File: src/rtl/dac_pkg.sv
// Shared constants, frame layout helper and FSM encoding for the LTC2624 DAC SPI writer.
package dac_pkg;

    localparam logic [3:0] CMD_WRITE         = 4'b0000;
    localparam logic [3:0] CMD_UPDATE        = 4'b0001;
    localparam logic [3:0] CMD_WRITE_UPD_ALL = 4'b0010;
    localparam logic [3:0] CMD_WRITE_UPD     = 4'b0011;
    localparam logic [3:0] CMD_PWRDN         = 4'b0100;
    localparam logic [3:0] CMD_NOP           = 4'b1111;

    localparam logic [3:0] ADDR_A   = 4'd0;
    localparam logic [3:0] ADDR_B   = 4'd1;
    localparam logic [3:0] ADDR_C   = 4'd2;
    localparam logic [3:0] ADDR_D   = 4'd3;
    localparam logic [3:0] ADDR_ALL = 4'b1111;

    localparam int FRAME_BITS = 32;
    localparam int DATA_W     = 12;

    typedef enum logic [1:0] {
        IDLE,
        SHIFT,
        DONE,
        GAP
    } dac_state_t;

    // 32-bit LTC2624 word: 8 don't-care zeros, command, address, 12-bit code, 4 trailing zeros
    function automatic logic [FRAME_BITS-1:0] build_frame(
        input logic [3:0]        cmd,
        input logic [3:0]        addr,
        input logic [DATA_W-1:0] code
    );
        return {8'h00, cmd, addr, code, 4'h0};
    endfunction

endpackage

File: src/rtl/spi_sck_gen.sv
// SCK_HALF prescaler: owns the SPI_SCK register and flags the cycles on which it rises or falls.
module spi_sck_gen #(
    parameter int SCK_HALF = 2
) (
    input  logic CLK,
    input  logic RST,
    input  logic en,
    output logic SPI_SCK,
    output logic sck_rise,
    output logic sck_fall
);

    localparam int DIV_W = (SCK_HALF > 1) ? $clog2(SCK_HALF) : 1;

    logic [DIV_W-1:0] div;
    logic             half_end;

    assign half_end = (div == DIV_W'(SCK_HALF - 1));
    assign sck_rise = en & half_end & ~SPI_SCK;
    assign sck_fall = en & half_end & SPI_SCK;

    // Disabling restarts the divider so every frame begins with a full low phase
    always_ff @(posedge CLK or posedge RST) begin
        if (RST) begin
            div     <= '0;
            SPI_SCK <= 1'b0;
        end else if (!en) begin
            div     <= '0;
            SPI_SCK <= 1'b0;
        end else if (half_end) begin
            div     <= '0;
            SPI_SCK <= ~SPI_SCK;
        end else begin
            div     <= div + 1'b1;
        end
    end

endmodule

File: src/rtl/dac_spi_master.sv
// Serialises one 32-bit LTC2624 write per dactrig rising edge and pulses dacdone when CS rises.
module dac_spi_master
    import dac_pkg::*;
#(
    parameter int SCK_HALF = 2,
    parameter int CS_GAP   = 2
) (
    input  logic              CLK,
    input  logic              RST,
    input  logic [DATA_W-1:0] data,
    input  logic [3:0]        address,
    input  logic [3:0]        command,
    input  logic              dactrig,
    output logic              dacdone,
    output logic              busy,
    output logic              SPI_SCK,
    output logic              SPI_MOSI,
    output logic              DAC_CS,
    output logic              DAC_CLR
);

    dac_state_t            state;
    logic                  trig_q;
    logic [FRAME_BITS-1:0] shreg;
    logic [FRAME_BITS-1:0] frame_in;
    logic [4:0]            bit_cnt;
    logic                  final_bit;
    logic [15:0]           cnt;
    logic                  sck_rise;
    logic                  sck_fall;

    assign frame_in = build_frame(command, address, data);

    spi_sck_gen #(
        .SCK_HALF (SCK_HALF)
    ) u_sck_gen (
        .CLK      (CLK),
        .RST      (RST),
        .en       (state == SHIFT),
        .SPI_SCK  (SPI_SCK),
        .sck_rise (sck_rise),
        .sck_fall (sck_fall)
    );

    // The bit counter steps on SCK rise; MOSI only moves on SCK fall, so the
    // frame ends on the fall that follows the rise of bit 0.
    always_ff @(posedge CLK or posedge RST) begin
        if (RST) begin
            state     <= IDLE;
            trig_q    <= 1'b0;
            shreg     <= '0;
            bit_cnt   <= '0;
            final_bit <= 1'b0;
            cnt       <= '0;
            dacdone   <= 1'b0;
            busy      <= 1'b0;
            SPI_MOSI  <= 1'b0;
            DAC_CS    <= 1'b1;
            DAC_CLR   <= 1'b0;
        end else begin
            trig_q  <= dactrig;
            DAC_CLR <= 1'b1;
            case (state)
                IDLE: begin
                    if (dactrig && !trig_q) begin
                        shreg     <= frame_in;
                        SPI_MOSI  <= frame_in[FRAME_BITS-1];
                        DAC_CS    <= 1'b0;
                        busy      <= 1'b1;
                        bit_cnt   <= 5'd31;
                        final_bit <= 1'b0;
                        state     <= SHIFT;
                    end
                end
                SHIFT: begin
                    if (sck_rise) begin
                        if (bit_cnt == 5'd0) begin
                            final_bit <= 1'b1;
                        end else begin
                            bit_cnt <= bit_cnt - 5'd1;
                        end
                    end
                    if (sck_fall) begin
                        if (final_bit) begin
                            DAC_CS   <= 1'b1;
                            SPI_MOSI <= 1'b0;
                            dacdone  <= 1'b1;
                            cnt      <= '0;
                            state    <= DONE;
                        end else begin
                            shreg    <= {shreg[FRAME_BITS-2:0], 1'b0};
                            SPI_MOSI <= shreg[FRAME_BITS-2];
                        end
                    end
                end
                DONE: begin
                    if (cnt == 16'(2 * SCK_HALF - 1)) begin
                        dacdone <= 1'b0;
                        cnt     <= '0;
                        if (CS_GAP == 0) begin
                            busy  <= 1'b0;
                            state <= IDLE;
                        end else begin
                            state <= GAP;
                        end
                    end else begin
                        cnt <= cnt + 16'd1;
                    end
                end
                GAP: begin
                    if (cnt == 16'(CS_GAP - 1)) begin
                        busy  <= 1'b0;
                        state <= IDLE;
                    end else begin
                        cnt <= cnt + 16'd1;
                    end
                end
                default: state <= IDLE;
            endcase
        end
    end

endmodule

File: config.mk
export PLATFORM = sky130hd
export DESIGN_NAME = dac_spi_master
export DESIGN_NICKNAME = d
export VERILOG_FILES = /design/src/rtl/dac_pkg.sv /design/src/rtl/spi_sck_gen.sv /design/src/rtl/dac_spi_master.sv
export SDC_FILE = /design/constraint.sdc
export NUM_CORES = 1
export LEC_CHECK = 0
export ABC_AREA = 1
export CAP_MARGIN = 20
export CORE_UTILIZATION = 54
export CTS_CLUSTER_DIAMETER = 120
export CTS_CLUSTER_SIZE = 24
export DETAILED_ROUTE_END_ITERATION = 8
export PLACE_DENSITY = 0.75
export SLEW_MARGIN = 20
export SYNTH_ARGS = -nofsm -noshare
export SYNTH_HDL_FRONTEND = slang
export SYNTH_HIERARCHICAL = 1
export SYNTH_SLANG_ARGS = --single-unit
File: constraint.sdc
create_clock -name CLK -period 2.5 [get_ports CLK]
set_clock_uncertainty 0.05 [all_clocks]
set_input_delay 0.375 -clock CLK [delete_from_list [all_inputs] [get_ports CLK]]
set_output_delay 0.375 -clock CLK [all_outputs]
set_load 0.02 [all_outputs]
# Word level (Yosys, flattened, before mapping)
# Cells that the tools add are included.
# totals
regBits	63
latch_bits	0
ramBits	0
rom_bits	0
in_bits	23
output_inout_bits	6
wordCells	91
mem_count	0
# op_classes
n_addsub	3
n_mul	0
div_mod_pow	0
order_cmp	0
eq_ne	16
shifts	0
muxes	38
n_bitwise	4
reduce_logical	17
# op_table
op	count
two-way mux 31 bit	3
two-way mux 16 bit	4
case mux 31 bit (2 select lines)	1
case mux 16 bit (3 select lines)	1
AND reduction 4 bit	6
inequality test 2 bit (second input constant)	11
adder 16 x 1 -> 16 bit (second input constant)	1
== test 16 x 1 -> 1 bit (second input constant)	1
== test 16 x 2 -> 1 bit (second input constant)	1
two-way mux 5 bit	3
two-way mux 1 bit	14
two-way mux 2 bit	5
case mux 1 bit (2 select lines)	5
case mux 5 bit (2 select lines)	1
case mux 2 bit (4 select lines)	1
AND reduction 3 bit	2
nonzero test 2 bit	3
logical NOT 5 bit	1
AND reduction 5 bit	1
subtractor 5 x 1 -> 5 bit (second input constant)	1
== test 2 bit (second input constant)	2
AND 1 bit	3
nonzero test 3 bit	1
== test 2 x 1 -> 1 bit (second input constant)	1
5 further kinds	5

# Depth between registers and ports, before layout
# logic_depth
word_depth	5
ltp_mapped	13
depth_no_buf	12

# Cells and area by module
# Netlist, hierarchy kept.
# modules_own_cells
module	instances	cells_each	area_per_inst_um2	seq_area_each_um2
dac_spi_master	1	442	3265.6	1427.6
spi_sck_gen	1	13	93.8	50.0

# Worst setup path after synthesis
# OpenSTA, ideal clock, no wires.
# synth_timing
path_kind	reg-to-reg
start	register state[1]
end	register cnt[8]
setup_ps	116
arrival_ps	1557
t_required_ps	2334
path_slack_ps	777
path_stages_with_launch	14
path_buffers	2
synth_period_minus_slack_ps	1723
path_cell_list	dfrtp_1 > inv_1 > ha_1 > buf_6 > inv_8 > nor2_2 > inv_2 > nand2_4 > nor2_4 > nand2_4 > inv_4 > buf_8 > nand2_1 > nand2_1
# synth_via
elab_chain_len	5
# synth_lines
element	line_no	text
from (decl)	dac_spi_master.sv:22	dac_state_t state;
from (signal assigned)	dac_spi_master.sv:49	state <= IDLE;
from (signal assigned)	dac_spi_master.sv:72	state <= SHIFT;
from (signal assigned)	dac_spi_master.sv:89	state <= DONE;
== test 2 x 1 -> 1 bit	dac_spi_master.sv:39, dac_spi_master.sv:63	
AND 1 bit (2 in series)	spi_sck_gen.sv:20	assign sck_fall = en & half_end & SPI_SCK;
inequality test 2 bit (no source line)	-	
AND reduction 4 bit (no source line)	-	
to (signal assigned)	dac_spi_master.sv:107	cnt <= cnt + 16'd1;
to (signal assigned)	dac_spi_master.sv:115	cnt <= cnt + 16'd1;
to (decl)	dac_spi_master.sv:28	logic [15:0] cnt;
# Parallel ways exist; a longest one is shown, timed or not.
# A chain may end at the register's enable or synchronous reset.

# Worst setup path in the final report
# layout_timing
start	register state[1]
end	register shreg[27]
# layout_via
elab_chain_len	5
# layout_lines
element	line_no	text
== test 2 x 1 -> 1 bit	dac_spi_master.sv:39	.en (state == SHIFT),
AND 1 bit (2 in series)	spi_sck_gen.sv:20	
via sck_fall	dac_spi_master.sv:30	logic sck_fall;
inequality test 2 bit (no source line)	-	
AND reduction 4 bit (no source line)	-	
to (signal assigned)	dac_spi_master.sv:66	shreg <= frame_in;
to (signal assigned)	dac_spi_master.sv:91	shreg <= {shreg[FRAME_BITS-2:0], 1'b0};
to (decl)	dac_spi_master.sv:24	logic [FRAME_BITS-1:0] shreg;
# The timed path passes the listed nets, and every way through them passes these cells.

==> flow_summary.yaml <==
routing:
  drcViolationCount: 0
  vias: 2898
  firstDrtPassIters: 6
  initialDrtViolationCount: 320
  wl_per_cell_um: 12.1
  finalWirelength_um: 6810
  postRouteAntennaNets: 0
  vias_per_cell: 5.13
grt:
  grt.total_usage_pct: 22.5
  antenna_found_initial: 0
  grt_max_degree: 42
  overflow: 0
  grt_pass1_wl_um: 11400
  grt_pass1_vias: 2602
yosys:
  synth_nets: 485
  synth_top_area_share_pct: 43.2
  async_flop_share_pct: 100
  synth-seq-cells: 59
  synth-seq-area-share_pct: 44.0
  yosysMostFrequentCell: "nand2_1"
  synth_ff_type: "dfrtp_1"
  synth_area_leaders: "dfrtp_1, nand2_1, inv_1"
  synth_cells: 455
  ys_types: 36
  synth_edf_count: 0
  syn_avg_cell_area_um2: 7.38
  netlist_area_um2: 3360
  synth_common_cells: "nand2_1, dfrtp_1, inv_1"
  yosys.area.top_type: "dfrtp_1"
  ys_warn_count: 6
place:
  place_hpwl_um: 4750
  postPlaceCellArea_um2: 3690
  gp_congestion: 0.931
  numPortBuffers: 28
clock_tree:
  path_clk_slew_ns: 0.08
  cts_made_buffers: 9
  cts_tree: "built"
  cts_sinks: 59
  hold_buffers: 0
  cts_resized: 0
  clock_latency_ns: 0.33
  root_buffer: "clkbuf_8"
  post-cts-setup-buffer-count: 0
  clock_path_buffers: 2
  htreeDepth: 3
worst_setup_path:
  cp_common_cell: "nor2_2"
  crit_fanout: 21
  cp_cell_sequence: "inv_1 -> ha_1 -> nand2_1 -> nor2_1 -> nor2_2 -> nor2_2 -> o21ai_4 -> inv_2 -> o21ai_0"
  crit_buf_inv: 2
  end_kind: "register"
  worstPathArrival_ns: 2.41
  start_kind: "register"
  crit_family: "simple AND/OR/NAND/NOR gates"
  crit_type: "register to register"
  slowest_stage: "dfrtp_1"
  required_ns: 2.66
  max_stage_delay_ns: 0.41
layout:
  postLayoutCellArea_um2: 3910
  multi_input_area_um2: 1630
  drive_above_1_share_pct: 11.2
  num-fill-cells: 532
  antenna_cells: 0
  area_growth_pct: 16.4
  nNetsFinal: 515
  seq_area_um2: 1480
timing:
  fin_crit_sh_pct: 90.2
  fin_tns_setup_ns: 0
  tightest_slew_ns: 0.570
  fin_crit_ns: 2.25
  setup_viol: 0
  hold_slack_ns: 0.198
  rsz0062_at_grt: "no"
  final-max-slew-violation-count: 0
  maxSlewHeadroom_pct: 62.0
  max_freq_mhz: 444
  hold_violations: 0
power_and_ir_drop:
  max-vdd-ir-drop_mv: 0.587
  leakage_nw: 1.91
  totalPowerFinal_w: 0.00424
  power.density_nw_per_um2: 1080
floorplan:
  start_util_pct: 56.4
  fp.dieArea_um2: 6540
  ios: 29
  core_region_area_um2: 5960
  fp-row-count: 28
  die_width_um: 80.9
  fp.dieH_um: 80.9
flow_run:
  drv_cap: 0
run_status:
  status: "finished clean"
worst_hold_path:
  hold_class: "primary input to asynchronous set/reset pin"
-- per-layer routing --
metal | part of all wire (%) | wire length [µm] | vias up | global-route usage, %
met5 | 0 | 0 | - | 0
met4 | 0.72 | 49 | 0 | 7.86
met3 | 4.3 | 293 | 6 | 4.27
met2 | 45 | 3050 | 74 | 35.3
met1 | 50 | 3410 | 1328 | 31.2
li1 | - | - | 1490 | -
-- area by class of cell --
type                    count  area share, %
clock inverters             7           2.34
repair buffers             31           8.06
clock buffers               9           3.17
multi-input cells         340           41.7
flip-flops and latches     59           37.8
well taps                  75           2.40
inverters                  44           4.54
-- registers in the layout, indices dropped and copies added (netlist names), 2 cells and up --
| signal | cells |
|---|---|
| bit_cnt | 5 |
| cnt | 16 |
| shreg | 27 |
| state | 2 |
-- cells in the final DEF (no fill, tap or decap), types with 3 or more instances in the layout --
cell | synthesis | layout
dfrtp_1 | 58 | 58
nand4_1 | 8 | 8
o21ai_0 | 17 | 17
nor2_1 | 27 | 27
o21ai_1 | 3 | 3
nand2_1 | 199 | 199
clkbuf_8 | 0 | 9
nand3_1 | 24 | 24
nor2_2 | 7 | 7
a21oi_1 | 9 | 9
nor2_4 | 3 | 3
inv_2 | 6 | 7
inv_1 | 34 | 33
clkinv_2 | 0 | 3
xor2_1 | 7 | 7
ha_1 | 7 | 7
clkdlybuf4s50_1 | 0 | 28
o21ai_2 | 8 | 9
o211ai_1 | 6 | 6
-- final timing paths --
| kind | startpoint | end | slack (ns) | cells after the start |
|---|---|---|---|---|
| worst max register to register | state[1]$_DFFE_PP0P_ | shreg[27]$_DFFE_PP0P_ | 0.25 | 9 |
| worst min register to register | shreg[28]$_DFFE_PP0P_ | shreg[29]$_DFFE_PP0P_ | 0.43 | 2 |
| worst max-delay path | state[1]$_DFFE_PP0P_ | shreg[27]$_DFFE_PP0P_ | 0.25 | 9 |
| min in group CLK | shreg[28]$_DFFE_PP0P_ | shreg[29]$_DFFE_PP0P_ | 0.43 | 2 |
| max in group asynchronous | RST | shreg[14]$_DFFE_PP0P_ | 1.52 | 3 |
| worst min-delay path | RST | u_sck_gen/SPI_SCK$_DFFE_PP0P_ | 0.20 | 2 |
-- power breakdown --
| group | switching [W] | internal (W) |
|---|---|---|
| clock | 0.000391 | 0.000559 |
| sequential | 0.000165 | 0.00124 |
| combinational | 0.00130 | 0.000587 |
-- worst register-to-register path, stage by stage, from the launching register on --
cell,delay (ns)
dfrtp_1,0.41
inv_1,0.09
ha_1,0.41
nand2_1,0.10
nor2_1,0.13
nor2_2,0.07
nor2_2,0.25
o21ai_4,0.19
inv_2,0.31
o21ai_0,0.12
-- kinds of logic (layout without fill, tap and decap cells) --
kind of cell             count (synthesis)  after routing  synth area share [%]
flip-flops                              59             59                  44.0
other                                    1              1                 0.112
XOR/XNOR                                 7              7                  1.82
AO/OA/AOI/OAI                           49             50                  9.35
buffers and inverters                   57             91                  7.75
AND/OR/NAND/NOR                        275            275                  34.4
adder cells (fa/ha/maj)                  7              7                  2.61
-- stage by stage --
| step | cells | utilization (%) | setup slack (ns) |
|---|---|---|---|
| after CTS | 564 | 65.5 | 0.164 |
| after detailed placement | 548 | 61.9 | 0.165 |
| after global placement | 548 | 61.9 | 0.223 |
| after global routing | 565 | 65.7 | 0.00332 |
| final | 565 | 65.7 | 0.246 |
| after floorplan | 455 | - | 0.677 |
Note: power is estimated with default switching activity, not from simulation.
